--- src/rtl/arm_hazard_scoreboard.sv ---
// Hazard scoreboard beside the ID stage: shadow pipeline of in-flight destinations,
// producing the ID stall and operand forwarding selects. Optional: HAZARD_STALL_CNT_EN adds stall_cycles.
module arm_hazard_scoreboard #(
    parameter int unsigned REG_ADDR_W = 4,
    parameter int unsigned DEPTH      = 3,
    localparam int unsigned SEL_W     = $clog2(DEPTH + 1)
) (
    input  logic                  clk,
    input  logic                  rst,
    input  logic                  use_forwarding,
    input  logic                  flush,
    input  logic                  id_valid,
    input  logic [REG_ADDR_W-1:0] id_src1,
    input  logic                  id_src1_used,
    input  logic [REG_ADDR_W-1:0] id_src2,
    input  logic                  id_src2_used,
    input  logic [REG_ADDR_W-1:0] id_dest,
    input  logic                  id_wb_en,
    input  logic                  id_is_load,
    output logic                  stall,
    output logic [SEL_W-1:0]      fwd_sel1,
    output logic [SEL_W-1:0]      fwd_sel2
`ifdef HAZARD_STALL_CNT_EN
    ,
    output logic [31:0]           stall_cycles
`endif
);

    logic [DEPTH:1]        v_q;
    logic [DEPTH:1]        wb_q;
    logic [REG_ADDR_W-1:0] dest_q [1:DEPTH];
    // A load's result is forwardable from stage 2 onward, so only stage 1's ld bit is ever consulted.
    logic                  ld1_q;

    logic [DEPTH:1]        m1;
    logic [DEPTH:1]        m2;
    logic [SEL_W-1:0]      sel1;
    logic [SEL_W-1:0]      sel2;
    logic                  load_use;
    logic                  rf_hazard;

    // Shadow shift pipeline; flush kills every stage including the incoming one.
    always_ff @(posedge clk or negedge rst) begin
        if (!rst) begin
            v_q   <= '0;
            wb_q  <= '0;
            ld1_q <= 1'b0;
            for (int k = 1; k <= DEPTH; k++) begin
                dest_q[k] <= '0;
            end
        end else begin
            v_q[1]    <= id_valid & ~stall & ~flush;
            wb_q[1]   <= id_wb_en;
            ld1_q     <= id_is_load;
            dest_q[1] <= id_dest;
            for (int k = 2; k <= DEPTH; k++) begin
                v_q[k]    <= v_q[k-1] & ~flush;
                wb_q[k]   <= wb_q[k-1];
                dest_q[k] <= dest_q[k-1];
            end
        end
    end

    // Per-stage operand matches.
    always_comb begin
        m1 = '0;
        m2 = '0;
        for (int k = 1; k <= DEPTH; k++) begin
            m1[k] = v_q[k] & wb_q[k] & (dest_q[k] == id_src1) & id_src1_used & id_valid;
            m2[k] = v_q[k] & wb_q[k] & (dest_q[k] == id_src2) & id_src2_used & id_valid;
        end
    end

    // Youngest producer wins: scan oldest to youngest so the smallest stage overrides.
    always_comb begin
        sel1 = '0;
        sel2 = '0;
        for (int k = DEPTH; k >= 1; k--) begin
            if (m1[k]) sel1 = SEL_W'(k);
            if (m2[k]) sel2 = SEL_W'(k);
        end
    end

    always_comb begin
        load_use  = (m1[1] | m2[1]) & ld1_q;
        rf_hazard = |(m1[DEPTH-1:1] | m2[DEPTH-1:1]);
        stall     = 1'b0;
        fwd_sel1  = '0;
        fwd_sel2  = '0;
        if (use_forwarding) begin
            stall    = load_use & ~flush;
            fwd_sel1 = sel1;
            fwd_sel2 = sel2;
        end else begin
            stall    = rf_hazard & ~flush;
        end
    end

`ifdef HAZARD_STALL_CNT_EN
    // Saturating stall-cycle counter, cleared only by reset.
    always_ff @(posedge clk or negedge rst) begin
        if (!rst) begin
            stall_cycles <= '0;
        end else if (stall && (stall_cycles != 32'hFFFF_FFFF)) begin
            stall_cycles <= stall_cycles + 32'd1;
        end
    end
`endif

endmodule

--- config.mk ---
export PLATFORM = sky130hd
export DESIGN_NAME = arm_hazard_scoreboard
export DESIGN_NICKNAME = d
export VERILOG_FILES = /design/src/rtl/arm_hazard_scoreboard.sv
export SDC_FILE = /design/constraint.sdc
export NUM_CORES = 1
export LEC_CHECK = 0
export ABC_AREA = 1
export CAP_MARGIN = 20
export CORE_MARGIN = 2
export CORE_UTILIZATION = 51
export CTS_CLUSTER_SIZE = 16
export DETAILED_ROUTE_END_ITERATION = 10
export PLACE_DENSITY = 0.8
export SKIP_CTS_REPAIR_TIMING = 1
export SLEW_MARGIN = 5
export SYNTH_ARGS = -nofsm -noshare
export SYNTH_HDL_FRONTEND = slang
export SYNTH_SLANG_ARGS = --single-unit
--- constraint.sdc ---
create_clock -name clk -period 1.95 [get_ports clk]
set_clock_uncertainty 0.2 [all_clocks]
set_input_delay 0.2925 -clock clk [delete_from_list [all_inputs] [get_ports clk]]
set_output_delay 0.2925 -clock clk [all_outputs]
set_load 0.005 [all_outputs]
## Word-level counts from Yosys, hierarchy flattened

Index checks and enable logic that the tools add are counted.

- Register bits after elaboration: 19
- Word-level logic and storage cells: 54
- Output and inout bits: 5
- Input bits: 21

- Reductions and logical operators: 1
- Equal/unequal tests: 6
- Muxes and demuxes: 9
- Bitwise gates (word level): 32

Operators with widths:

| operator | count |
|---|---|
| $and A1 B1 Y1 | 28 |
| $eq A4 B4 Y1 | 6 |
| $mux W2 | 8 |
| $not A1 Y1 | 2 |
| $or A2 B2 Y2 | 1 |
| $reduce_or A2 Y1 | 1 |
| $mux W1 | 1 |
| $or A1 B1 Y1 | 1 |

## Depth between registers and ports, before layout

Gate-level depths: netlist of the first run.

- Depth in word-level cells: 11
- Mapped depth: 10
- Mapped depth without buffers: 10

## Worst setup path before layout of the first run

Ideal clock, no wire load.

- Path type: register to output
- From: register dest_q[11] (netlist bit)
- To: output stall
- Stages on the path, launching flop included: 10
- Data arrival time: 0.987 ns
- Setup slack: 0.471 ns
- Path buffers: 0
- Path through: dfrtp_1 > inv_1 > nand2_1 > nand2_1 > nand2_1 > nor2_1 > nand2_2 > nand2_2 > nand2_2 > a21oi_2

- Word-level cells in the longest chain between the ends: 8
- Elaborated cells on any way between the ends: 15

Ends and longest elaborated chain:

| item | RTL line | RTL |
|---|---|---|
| start, declared | 31 | `logic [REG_ADDR_W-1:0] dest_q [1:DEPTH];` |
| start signal, assigned by index | 59 | `dest_q[k] <= dest_q[k-1];` |
| $eq A4 B4 Y1, on equally long branches | 69, 70 |  |
| $and A1 B1 Y1, on equally long branches (3 in a row) | 69, 70 |  |
| $or A2 B2 Y2 or $or A1 B1 Y1 (tied branches) | 86, 85 |  |
| $reduce_or A2 Y1 or $and A1 B1 Y1 (tied branches) | 86, 85 |  |
| $and A1 B1 Y1, on equally long branches | 95, 91 |  |
| $mux W1 * | 90 | `if (use_forwarding) begin` |
| end, declared | 20 | `output logic stall,` |

Every way passes the cells marked *; elsewhere a longest branch is shown, timed or not.

## Final worst setup path of the first run

Ends and elaborated chain as after synthesis.

==> results of run 1 <==
[power groups by stage]
stage,logic [mW],clock network [mW],registers [mW]
2_1_floorplan,0.0618,0,0.432
3_5_place_dp,0.140,0,0.436
6_report,0.147,0.202,0.429
4_1_cts,0.142,0.206,0.428
5_1_grt,0.164,0.230,0.432
3_3_place_gp,0.137,0,0.435
[cell type report]
type / instances / area (um2)
multi-input cells: 99 / 505
fillers: 145 / 490
flip-flops and latches: 19 / 475
repair buffers: 33 / 319
inverters: 24 / 90.1
well taps: 27 / 33.8
clock buffers: 3 / 22.5
clock inverters: 1 / 5.00
[worst min path at each step]
stage	start	endpoint	cells after the start
final	rst	dest_q[10]	2
after global routing	rst	dest_q[10]	2
after CTS	rst	dest_q[10]	2
after detailed placement	wb_q[1]	wb_q[2]	0
after global placement	wb_q[1]	wb_q[2]	0
after floorplan	rst	dest_q[0]	0
[sequential cells by signal (all words and copies together) (netlist names)]
register and cells:
dest_q 12, v_q 3, wb_q 3, ld1_q 1
[layout by cell type, fill, tap and decap left out, types with 3 or more instances in the layout]
cell type and count:
o21ai_0 4, inv_1 17, clkbuf_4 3, inv_2 6
buf_2 3, clkdlybuf4s50_1 11, xnor2_1 3, buf_4 7
nor2_1 8, nand2_1 46, dfrtp_1 19, nand2_2 6
nand3_1 3, dlymetal6s2s_1 10, nor2_2 9, a21oi_1 6
nand3_2 3
[metal layers]
| layer | up-vias | GRT usage |
|---|---|---|
| met5 | - | 0 |
| met1 | 432 | 0.274 |
| li1 | 504 | - |
| met4 | 0 | 0.100 |
| met3 | 5 | 0.0276 |
| met2 | 35 | 0.367 |
[worst max-delay path: stages, from the launching register on]
cell and delay [ps]:
dfrtp_1 420, inv_1 80, nand2_1 50, nand2_1 60, nand2_1 70, nor2_2 150
nand2_2 100, nand2_2 70, nand2_2 60, a21oi_2 110, buf_2 120
[through the flow]
stage | setup slack [ps] | setup TNS (ps) | utilization
2_1_floorplan | 471 | 0 | -
3_3_place_gp | -633 | -2650 | 0.702
3_5_place_dp | -694 | -2790 | 0.702
4_1_cts | -698 | -2830 | 0.716
5_1_grt | -248 | -1050 | 0.747
6_report | -151 | -419 | 0.747
[logic make-up (layout without fill, tap and decap cells)]
logic type | after synthesis | count (layout)
buffers and inverters | 24 | 61
and+or+nand+nor | 79 | 79
AOI/OAI and AO/OA | 14 | 14
xor gates and xnor gates | 6 | 6
DFF | 19 | 19
==> results.cfg, run 1 <==
[status]
status = finished, violations left
violations = negative setup slack

[yosys]
synth_cells = 142
synth_area_um2 = 1040
synth-edff-count = 0
synth_compound_area_frac = 0.0708
synthSimpleGateAreaFrac = 0.336
ys_warn_count = 0
ys_top_cells_by_count = nand2_1, dfrtp_1, inv_1
yosysUniqueCellTypes = 19
synth_xor_area_frac = 0.0504
synth-seq-cells = 19
yosysTopAreaCellShare = 0.456
yosys.area.top_type = dfrtp_1
synth-main-ff-cell = dfrtp_1
synthAdderAreaFrac = 0
synth_top_family_by_area = simple AND/OR/NAND/NOR gates
yosys.cell_count.top_type = nand2_1
ys_async_sr_fraction = 1.00
ys_top_cells_by_area = dfrtp_1, nand2_1, inv_1
avgSynthCellArea_um2 = 7.34
synth.net_count = 163
synth_seq_area_share = 0.456
synthMuxAreaShare = 0

[floorplanning]
num_io_pins = 26
die-height_um = 49.2
start_util = 0.537
placementRows = 16
coreArea_um2 = 1940
die_w_um = 49.2
dieArea_um2 = 2420

[setup_path]
startpoint_type = register
regToRegSetupSlack_ps = 470
critPathKind = register to output port
crit_fanout = 4
endpoint_kind = output port
r2r_end = v_q[1]
crit_path_start = dest_q[11]
critPathRequiredTime_ps = 1460
cp.arrival_ps = 1610
r2r-start = dest_q[11]
crit_path_end = stall
r2r_cells = 10

[global_route]
track_usage = 0.217
grt_pass1_wl_um = 3890
grt_max_degree = 20
grt_pass1_vias = 920
grt_overflow = 0
antenna_found_initial = 0

[timing]
whs_ps = 90.0
rsz0062_at_grt = yes
setup_slack_ps = -151
finalCritPeriodShare = 1.08
period_minus_slack_ps = 2100
setup_violations = 5
worstMarginPinSlew_ps = 258
fmax_ghz = 0.476
maxSlewViolCount = 0
hold_violations = 0
slew_headroom = 0.828

[pwr]
ir_worst_vdd_uv = 536
p_leak_nw = 0.820
switching_share = 0.278
seq_power_share = 0.551
p_clk_frac = 0.260
switchingPower_uw = 216
power_density_nw_per_um2 = 536
total_power_uw = 778
p_int_uw = 562
combinationalPowerShare = 0.189

[clock_network]
cts.htree.levels = 1
clock_path_buffers = 2
root_buffer = clkbuf_4
numCtsBuffers = 3
numClockSinks = 19
cts_tree = built
clk_pin_slew_worst_paths_ps = 110
clkLatencyLatePin_ps = 320

[detailed_routing]
drtIter0Drc = 28
top_layer = met4
drt_wl_total_um = 2400
dr_wl_met3_um = 148
viasPerCell = 4.74
dr.pass1.iters = 4
num_vias = 976
drc = 0
routed-wl-met2_um = 1170
m1WireLength_um = 1040
wl_per_cell_um = 11.7
ant_nets = 0

[placement]
portBuffers = 25
place_hpwl_um = 1890
dpl-instance-area_um2 = 1360
dp_cells = 199
gp_congestion = 0.870

[finish]
postLayoutCellArea_um2 = 1450
diodes = 0
stdcell_count = 206
num-nets-final = 201
syn_to_final_growth_pct = 39.3
layout-drive-gt1-share = 0.246

[min_path]
hp-class = input port to asynchronous set/reset pin

[job]
maxCapViolations = 0
(Power assumes the default switching activity.)
==> run 2, diff against run 1 <==
Settings changed: TNS_END_PERCENT from default to 10.
==> run 2 against run 1 <==
  * The run still ends with negative setup slack left
  * Clock power about the same
  * Power is 0.14% higher
  * Final area rose by 0.52%
  * First-iteration DRC count increased by 43%
  * Combinational power is essentially flat
  * Count of clock-buffer cells in the layout did not move
  * Sequential share of layout area fell by 0.17 points
  * Critical path depth did not move
  * Sequential cell count did not move
  * Register-to-register slack about the same
==> results.cfg, run 2 (synthesis results as in run 1) <==
[pwr]
ir_worst_vdd_uv = 535
p_clk_frac = 0.261
switchingPower_uw = 217
p_leak_nw = 0.836
total_power_uw = 779
power_density_nw_per_um2 = 534
seq_power_share = 0.550
combinationalPowerShare = 0.189
switching_share = 0.279
p_int_uw = 562

[detailed_routing]
viasPerCell = 4.71
wl_per_cell_um = 11.8
routed-wl-met2_um = 1200
drt_wl_total_um = 2430
top_layer = met4
drtIter0Drc = 40
drc = 0
dr.pass1.iters = 4
dr_wl_met3_um = 142
num_vias = 970
m1WireLength_um = 1040
ant_nets = 0

[finish]
largest_register = dest_q
reg.largest.list = dest_q: 12 flops, v_q: 3 flops, wb_q: 3 flops
layout-drive-gt1-share = 0.240
syn_to_final_growth_pct = 40.0
postLayoutCellArea_um2 = 1460
stdcell_count = 206
utilization = 0.751
final_common_cell = nand2_1
num-nets-final = 201
layout_common_cells = nand2_1, dfrtp_1, inv_1, clkdlybuf4s50_1, dlymetal6s2s_1
diodes = 0
largest_reg_flops = 12

[status]
violations = negative setup slack
status = finished, violations left

[timing]
finalCritPeriodShare = 1.08
period_minus_slack_ps = 2100
fmax_ghz = 0.475
setup_violations = 5
worstMarginPinSlew_ps = 255
maxSlewViolCount = 0
slew_headroom = 0.829
hold_violations = 0
setup_slack_ps = -153
rsz0062_at_grt = yes

[global_route]
grt_pass1_wl_um = 3890
grt_pass1_vias = 920
grt_overflow = 0
track_usage = 0.217
grt_max_degree = 20
antenna_found_initial = 0

[placement]
gp_congestion = 0.870
dpl-instance-area_um2 = 1360
portBuffers = 25
place_hpwl_um = 1890
dp_cells = 199

[clock_network]
cts_tree = built
clk_pin_slew_worst_paths_ps = 110
cts.htree.levels = 1
clock_path_buffers = 2
numCtsBuffers = 3
root_buffer = clkbuf_4
clkLatencyLatePin_ps = 310
numClockSinks = 19

[setup_path]
critPathRequiredTime_ps = 1460
cp_top_family = simple AND/OR/NAND/NOR gates
critPathKind = register to output port
path_buf_inv = 2
endpoint_kind = output port
cpPeakStageDelay_ps = 420
crit_fanout = 4
startpoint_type = register
cp.arrival_ps = 1610
critPathSlowestCell = dfrtp_1
worstPathCellList = inv_1 -> nand2_1 -> nand2_1 -> nand2_1 -> nor2_2 -> nand2_2 -> nand2_2 -> nand2_2 -> a21oi_2 -> buf_2

[job]
maxCapViolations = 0

[min_path]
hp-class = input port to asynchronous set/reset pin

[floorplanning]
die_w_um = 49.2
num_io_pins = 26
placementRows = 16
die-height_um = 49.2
coreArea_um2 = 1940
dieArea_um2 = 2420
start_util = 0.537
==> run 2: cell types whose count changed in the layout (fill, tap and decap cells not counted), sizes merged <==
cell,change
buf,-1
dlymetal6s2s,+1
==> run 2: layer usage <==
metal / track usage / up-vias
met2: 0.367 / 32
li1: - / 504
met3: 0.0276 / 5
met4: 0.100 / 0
met1: 0.274 / 429
met5: 0 / -
==> run 2: power by group through the flow <==
stage               Sequential (mW)  Combinational [mW]  Clock [mW]
floorplan                     0.432              0.0618           0
finish                        0.429               0.147       0.203
detailed placement            0.436               0.140           0
global route                  0.432               0.164       0.230
global placement              0.435               0.137           0
CTS                           0.428               0.142       0.206
==> run 2: metrics by stage <==
stage	hold WS, ps	setup TNS, ps	setup WS, ps
after floorplan	-203	0	471
after global placement	157	-2650	-633
after detailed placement	162	-2790	-694
after CTS	105	-2830	-698
after global routing	97.6	-1030	-248
final	90.4	-455	-153
==> run 2: path summary, 6_finish.rpt <==
check / startpoint / to / slack (ps) / cells past startpoint
min in group clk: id_valid / v_q[1] / 110 / 3
hold reg to reg: wb_q[1] / wb_q[2] / 190 / 0
max in group asynchronous: rst / dest_q[1] / 1250 / 2
setup / recovery: dest_q[11] / stall / -150 / 10
setup reg to reg: dest_q[11] / v_q[1] / 470 / 10
hold / removal: rst / dest_q[10] / 90 / 2
==> run 2: final cells by class <==
class	count	area [um2]
multi-input combinational	99	505
fill	143	483
sequential	19	475
timing repair buffer	33	327
inverter	24	90.1
tap	27	33.8
clock buffer	3	22.5
clock inverter	1	5.00
==> run 3, diff against run 2 <==
Settings changed: SKIP_CTS_REPAIR_TIMING 1 to default.
==> run 3 against run 2 <==
  * First-iteration DRC count decreased by 45%
  * The run still ends with negative setup slack left
  * Critical path type unchanged
  * Via count up 4.1%
  * Combinational power about the same
  * Largest cell class unchanged
  * Die area stayed put
  * Register-to-register slack barely moved
  * Sequential share of layout area grew 0.45 points
  * Clock power hardly changed
  * Utilization shrank 1.0 points
  * Global-route usage rose by 1.8 points
==> results.cfg, run 3 (synthesis results as in run 1) <==
[status]
status = finished, violations left
violations = negative setup slack

[floorplanning]
placementRows = 16
die_w_um = 49.2
coreArea_um2 = 1940
num_io_pins = 26
die-height_um = 49.2
start_util = 0.537
dieArea_um2 = 2420

[setup_path]
crit_fanout = 4
crit_path_start = dest_q[5]
regToRegSetupSlack_ps = 480
cp.arrival_ps = 1600
critPathRequiredTime_ps = 1460
r2r_end = v_q[1]
crit_path_end = stall
endpoint_kind = output port
r2r-start = dest_q[11]
startpoint_type = register
critPathKind = register to output port
r2r_cells = 9

[clock_network]
numCtsBuffers = 3
root_buffer = clkbuf_4
clkLatencyLatePin_ps = 310
clk_pin_slew_worst_paths_ps = 110
numClockSinks = 19
cts.htree.levels = 1
cts_tree = built
clock_path_buffers = 2

[pwr]
switching_share = 0.283
power_density_nw_per_um2 = 540
combinationalPowerShare = 0.188
switchingPower_uw = 220
p_clk_frac = 0.259
p_leak_nw = 0.737
p_int_uw = 557
seq_power_share = 0.553
ir_worst_vdd_uv = 532

[placement]
place_ws_ps = -694
place_hpwl_um = 1890
portBuffers = 25
gp_congestion = 0.870
dpl-instance-area_um2 = 1360

[timing]
setup_violations = 5
period_minus_slack_ps = 2090
rsz0062_at_grt = yes
fmax_ghz = 0.479
maxSlewViolCount = 0
finalCritPeriodShare = 1.07
worstMarginPinSlew_ps = 248
slew_headroom = 0.835
setup_slack_ps = -139
whs_ps = 101
hold_violations = 0

[finish]
syn_to_final_growth_pct = 38.1
num-nets-final = 202
layout-drive-gt1-share = 0.300
final_common_cell = nand2_1
largest_register = dest_q
reg.largest.list = dest_q: 12 flops, v_q: 3 flops, wb_q: 3 flops
layout_common_cells = nand2_1, dfrtp_1, inv_1, inv_2
largest_reg_flops = 12
postLayoutCellArea_um2 = 1440
diodes = 0

[detailed_routing]
drt_wl_total_um = 2600
num_vias = 1010
wl_per_cell_um = 12.6
dr.pass1.iters = 4
drtIter0Drc = 22
ant_nets = 0
drc = 0
viasPerCell = 4.88

[job]
maxCapViolations = 0

[global_route]
grt_max_degree = 20
grt_pass1_vias = 982
grt_pass1_wl_um = 4200
antenna_found_initial = 0
track_usage = 0.235
grt_overflow = 0

[min_path]
hp-class = input port to asynchronous set/reset pin
==> run 3: cell count changes in the layout (fill, tap and decap cells not counted), moves of 3 or more <==
cell | before | now
a21oi_1 | 6 | 3
a21oi_2 | 2 | 5
dlygate4sd2_1 | 0 | 10
dlymetal6s2s_1 | 11 | 0
inv_1 | 17 | 12
inv_2 | 6 | 11
==> run 3: what timing repair did <==
action	CTS	global route
hold buffers	0	0
setup endpoints to repair	5	5
gates cloned	0	0
gates resized for setup	34	11
pin swaps	16	9
buffers inserted	3	1
==> run 3: stage by stage <==
step                power, mW   util  TNS, ps  cells
CTS                     0.773  0.726     -388    206
detailed placement      0.576  0.702    -2790    199
floorplan               0.494      -        0    142
finish                  0.777  0.741     -383    207
global route            0.820  0.741     -892    207
global placement        0.572  0.702    -2650    199
==> run 3: metal layers <==
| layer | up-vias | share of wire | GRT usage | routed length, um |
|---|---|---|---|---|
| li1 | 510 | - | - | - |
| met1 | 462 | 0.42 | 0.274 | 1090 |
| met3 | 7 | 0.055 | 0.0307 | 142 |
| met2 | 31 | 0.50 | 0.419 | 1300 |
| met4 | 0 | 0.023 | 0.114 | 60 |
| met5 | - | 0 | 0 | 0 |
==> run 3: layout make-up <==
| cell class | count | area (um2) |
|---|---|---|
| fillers | 159 | 503 |
| inverters | 24 | 90.1 |
| flip-flops and latches | 19 | 475 |
| clock buffers | 3 | 22.5 |
| multi-input cells | 99 | 522 |
| repair buffers | 34 | 290 |
| well taps | 27 | 33.8 |
| clock inverters | 1 | 5.00 |
==> run 3: worst max-delay path: stages (launching register included) <==
cell and delay, ps:
dfrtp_1 430, nand2_1 70, o21ai_1 80, nor2_2 130, nand3_2 110, buf_6 130
nand2_2 50, nand2_2 60, a21oi_2 120, buf_2 120
==> run 3: worst min-delay path by stage <==
stage | startpoint | end | slack [ps]
after floorplan | rst | dest_q[0] | -200
after global placement | wb_q[1] | wb_q[2] | 160
after detailed placement | wb_q[1] | wb_q[2] | 160
after CTS | rst | dest_q[10] | 100
after global routing | rst | dest_q[10] | 100
final | rst | dest_q[7] | 100
==> run 3: power by group through the flow <==
stage / clock network, mW / registers [mW] / logic (mW)
2_1_floorplan: 0 / 0.432 / 0.0618
3_3_place_gp: 0 / 0.435 / 0.137
3_5_place_dp: 0 / 0.436 / 0.140
4_1_cts: 0.206 / 0.428 / 0.138
5_1_grt: 0.226 / 0.433 / 0.161
6_report: 0.202 / 0.430 / 0.146
==> patch 1: new RTL, config.mk and constraints of run 3 <==
The option `HAZARD_STALL_CNT_EN` is turned on by a define.
--- a/src/rtl/arm_hazard_scoreboard.sv
+++ b/src/rtl/arm_hazard_scoreboard.sv
@@ -2,2 +2,4 @@
 // producing the ID stall and operand forwarding selects. Optional: HAZARD_STALL_CNT_EN adds stall_cycles.
+`define HAZARD_STALL_CNT_EN
+
 module arm_hazard_scoreboard #(
Formal check against the unedited RTL (old outputs only; new: stall_cycles): equivalent (equiv_simple and equiv_induct, registers matched by name and starting in step).
==> patch 1 against run 3 <==
- the run still ends with setup timing left
- setup slack lost 0.14 ns
- total power grew to 2.7 times the old value
- cell area rose to 3.4 times the old value
- sequential power increased to 2.6 times the old value
- sequential cell count grew 32
- non-clock buffer count increased by 110
- count of clock-buffer cells in the layout up 3
- synthesized area grew to 3.2 times the old value
- wire length increased to 3.9 times the old value
- maximum frequency down 6.2%
- critical path type unchanged
- highest routed layer unchanged
==> patch 1: results (changes against run 3) <==
metric,value,unit,change
status,"complete, but fails checks",,unchanged
violations,setup timing,,unchanged
seq-power,1.12,mW,was 430 uW
wl_per_cell,14.61,um,was 12.56 um
cp_slowest_stage_delay,0.46,ns,was 0.43 ns
placed_cell_area,4488,um2,was 1364 um2
grt_util_met3,5.310,%,was 3.067%
powerDensity,425.5,nW/um2,was 540.2 nW/um2
gp_congestion,0.9023,,was 0.8700
dpl_worst_slack,-0.7608,ns,was -0.6938 ns
clk_pin_slew_worst_paths,0.09,ns,was 0.11 ns
synth_fp_nets,486,,was 163
yosysSeqAreaShare,38.68,%,was 45.62%
p_int,1.541,mW,was 557.5 uW
grt_max_degree,52,,was 20
cp.arrival,1.73,ns,was 1.60 ns
met2_usage,46.32,%,was 41.89%
drive_above_1_share,33.39,%,was 30.00%
grt_pass1_vias,3560,,was 982
cts-root-buf,clkbuf_8,,was clkbuf_4
r2r_end,stall_cycles[9]$_DFFE_PN0P_,,was v_q[1]$_DFF_PN0_
dr_wl_met2,4948,um,was 1302 um
crit_slowest_cell,dfrtp_2,,was dfrtp_1
yosys-top-cells-count,"nand2_1, inv_1, dfrtp_1, nor2_1, nand4_1",,"was nand2_1, dfrtp_1, inv_1, nor2_1, a21oi_1"
clkPwrFrac,30.0,%,was 25.9%
cts_made_buffers,5,,was 3
finalNetCount,630,,was 202
r2r-start,dest_q[9]$_DFF_PN0_,,was dest_q[11]$_DFF_PN0_
stdcell_area,4954,um2,was 1439 um2
worst_path_dominant_cell_family,simple AND/OR/NAND/NOR gates,,was flip-flops
reg2regPathDepth,13,,was 9
yosys.area_share.xor_xnor,3.185,%,was 5.042%
finalSetupViolCount,34,,was 5
synth_compound_area_share,2.275,%,was 7.083%
r2r_slack,-0.16,ns,was 0.48 ns
synth_cells,464,,was 142
layoutNonFillerInstCount,685,,was 207
dp_cells,663,,was 199
largest_registers,"stall_cycles: 32 flops, dest_q: 12 flops",,"was dest_q: 12 flops, v_q: 3 flops, wb_q: 3 flops"
htreeDepth,2,,was 1
drtIter0Drc,178,,was 22
grt_pass1_wl,16260,um,was 4202 um
setup_slack,-0.2774,ns,was -0.1392 ns
peakVddDrop,0.4398,mV,was 0.5318 mV
hold_slack,0.1918,ns,was 0.1010 ns
hold_path_class,reg -> reg,,was in -> async
dp_hpwl,6776,um,was 1889 um
synth_cell_types,31,,was 19
vias,3696,,was 1010
dr.pass1.iters,4,,unchanged
grtUsageTotal,27.88,%,was 23.46%
setup_tns,-3.679,ns,was -0.3829 ns
synth_adder_area_share,0.3792,%,was 0%
ys_top_cells_by_area,"dfrtp_1, nand2_1, inv_1",,unchanged
met1Wirelength,4148,um,was 1094 um
n_fill_cell,448,,was 159
relSlewSlack,76.21,%,was 83.47%
met3_length,617,um,was 142 um
patch 1: cell types whose count changed in the layout (fill, tap and decap cells not counted), sizes merged, moves of 30 or more:
cell | run 3 | this run
clkdlybuf4s50 | 10 | 40
nand3 | 6 | 38
nand2 | 52 | 172
nand4 | 2 | 35
inv | 23 | 70
buf | 12 | 91
dfrtp | 19 | 51
nor2 | 17 | 47
patch 1: timing repair:
| item | CTS | global route |
|---|---|---|
| hold buffers | 1 | 0 |
| cloned | 0 | 0 |
| endpoints found under the setup margin | 37 | 38 |
| pin swaps | 23 | 40 |
| gates resized for setup | 57 | 70 |
| buffers inserted | 16 | 8 |
| hold endpoints to repair | 51 | 0 |
patch 1: cell type report:
| type | instances | share of cell area [%] |
|---|---|---|
| timing repair buffer | 144 | 25.59 |
| inverter | 73 | 5.683 |
| clock inverter | 1 | 0.1010 |
| multi-input combinational | 333 | 39.20 |
| sequential | 51 | 25.81 |
| clock buffer | 6 | 1.667 |
| tap | 77 | 1.945 |
==> patch 2: new RTL, config.mk and constraints of run 3 <==
Made on the original files. The parameter `DEPTH` goes from 3 to 6.
--- a/src/rtl/arm_hazard_scoreboard.sv
+++ b/src/rtl/arm_hazard_scoreboard.sv
@@ -4,3 +4,3 @@
     parameter int unsigned REG_ADDR_W = 4,
-    parameter int unsigned DEPTH      = 3,
+    parameter int unsigned DEPTH      = 6,
     localparam int unsigned SEL_W     = $clog2(DEPTH + 1)
Ports: changed (resized fwd_sel1 and fwd_sel2); port bits go from 26 to 28. No check against the original RTL was run, so the function may have changed too.
==> patch 2 against run 3 <==
- the flow still finishes with violations (setup timing)
- critical path depth did not move
- sequential cell count rose by 18
- cell area rose by 91%
- core utilization fell by 0.70 points
- count of clock-buffer cells in the layout rose by 4
- synthesized area rose by 94%
- via count rose by 110%
- sequential power rose by 95%
- total power rose by 110%
- combinational power rose by 82%
- non-clock buffer count rose by 30
- wire length rose by 120%
- setup slack got worse by 0.18 ns
- critical endpoint is now fwd_sel1[0]
- largest power group unchanged
==> patch 2: results (changes against run 3) <==
metric,value,unit,change
dr.pass1.iters,5,,was 4
p_int,1.199,mW,was 557.5 uW
crit_path_end,fwd_sel1[0],,was stall
htreeDepth,2,,was 1
setup_slack,-0.3219,ns,was -0.1392 ns
cts-root-buf,clkbuf_8,,was clkbuf_4
r2r-start,dest_q[20]$_DFF_PN0_,,was dest_q[11]$_DFF_PN0_
cts_made_buffers,5,,was 3
grtUsageTotal,28.81,%,was 23.46%
use_met1,32.06,%,was 27.40%
finalSetupViolCount,7,,was 5
peakVddDrop,0.5397,mV,was 0.5318 mV
gp_congestion,0.9635,,was 0.8700
yosys.area_share.xor_xnor,5.198,%,was 5.042%
synth_fp_nets,308,,was 163
violations,setup timing,,unchanged
drtIter0Drc,117,,was 22
yosys-top-cells-count,"nand2_1, inv_1, dfrtp_1, nor2_1, inv_2",,"was nand2_1, dfrtp_1, inv_1, nor2_1, a21oi_1"
grt_pass1_wl,9197,um,was 4202 um
relSlewSlack,68.78,%,was 83.47%
grt_pass1_vias,2071,,was 982
yosysSeqAreaShare,45.79,%,was 45.62%
wl_per_cell,14.11,um,was 12.56 um
io_buffers,27,,was 25
ys_top_cells_by_area,"dfrtp_1, nand2_1, inv_1",,unchanged
met2_usage,47.00,%,was 41.89%
hold_path_class,reg -> reg,,was in -> async
worst_path_dominant_cell_family,simple AND/OR/NAND/NOR gates,,was flip-flops
finalNetCount,375,,was 202
synth_cell_types,26,,was 19
largest_registers,"dest_q: 24 flops, v_q: 6 flops, wb_q: 6 flops",,"was dest_q: 12 flops, v_q: 3 flops, wb_q: 3 flops"
synth_compound_area_share,5.507,%,was 7.083%
dp_hpwl,3924,um,was 1889 um
vias_per_cell,5.199,,was 4.879
dr_wl_met2,2677,um,was 1302 um
drive_above_1_share,24.58,%,was 30.00%
clock_latency,0.29,ns,was 0.31 ns
cts_hold_buffers,1,,was 0
n_fill_cell,297,,was 159
hold_slack,0.1768,ns,was 0.1010 ns
grt_max_degree,38,,was 20
leakage,1.483,nW,was 0.7374 nW
status,"complete, but fails checks",,unchanged
post-cts-setup-buffers,14,,was 3
-- patch 2: changes by cell type in the layout (fill, tap and decap cells not counted), sizes merged, moves of 2 or more --
cell                  run 3  this run
o21ai                     6        10
clkbuf                    4         8
inv                      23        48
buf                      12        42
nor2                     17        31
nand2                    52       116
nand3b                    1         4
clkdlybuf4s50            10         8
dfrtp                    19        37
clkinv                    2         0
nand3                     6         9
xnor2                     3         8
-- patch 2: final cells by class --
type / instances / area share, %
multi-input combinational: 197 / 35.38
sequential: 37 / 33.74
timing repair buffer: 64 / 18.72
inverter: 48 / 6.557
clock buffer: 7 / 3.142
tap: 48 / 2.186
timing repair inverter: 1 / 0.2732
-- patch 2: worst reg2reg max path, cell delays in order, from the launching register on --
cell	delay (ns)
dfrtp_2	0.44
nand2_1	0.07
nand2_1	0.09
nor2_2	0.17
nand3_2	0.13
nand2_2	0.10
nand2_2	0.06
a21oi_2	0.14
buf_4	0.11
a21oi_1	0.05
-- patch 2: power groups by stage --
stage               combinational (mW)  clock (mW)  sequential [mW]
floorplan                        0.124           0            0.841
global placement                 0.236           0            0.848
detailed placement               0.237           0            0.850
CTS                              0.255       0.547            0.836
global route                     0.293       0.587            0.842
finish                           0.265       0.542            0.838
-- patch 2: logic make-up after synthesis --
kind of cell / Yosys count
flops: 37
xor+xnor: 12
buf+inv: 53
simple gates: 165
compound gates: 20
-- patch 2: through the flow --
step	worst slack (ns)	power (mW)	cells	util [%]
after floorplan	0.2873	0.9651	287	-
final	-0.3219	1.645	402	73.40
after CTS	-0.3028	1.639	402	72.73
after global routing	-0.4530	1.722	402	73.40
after detailed placement	-0.8446	1.087	380	66.58
after global placement	-0.8510	1.084	380	66.58
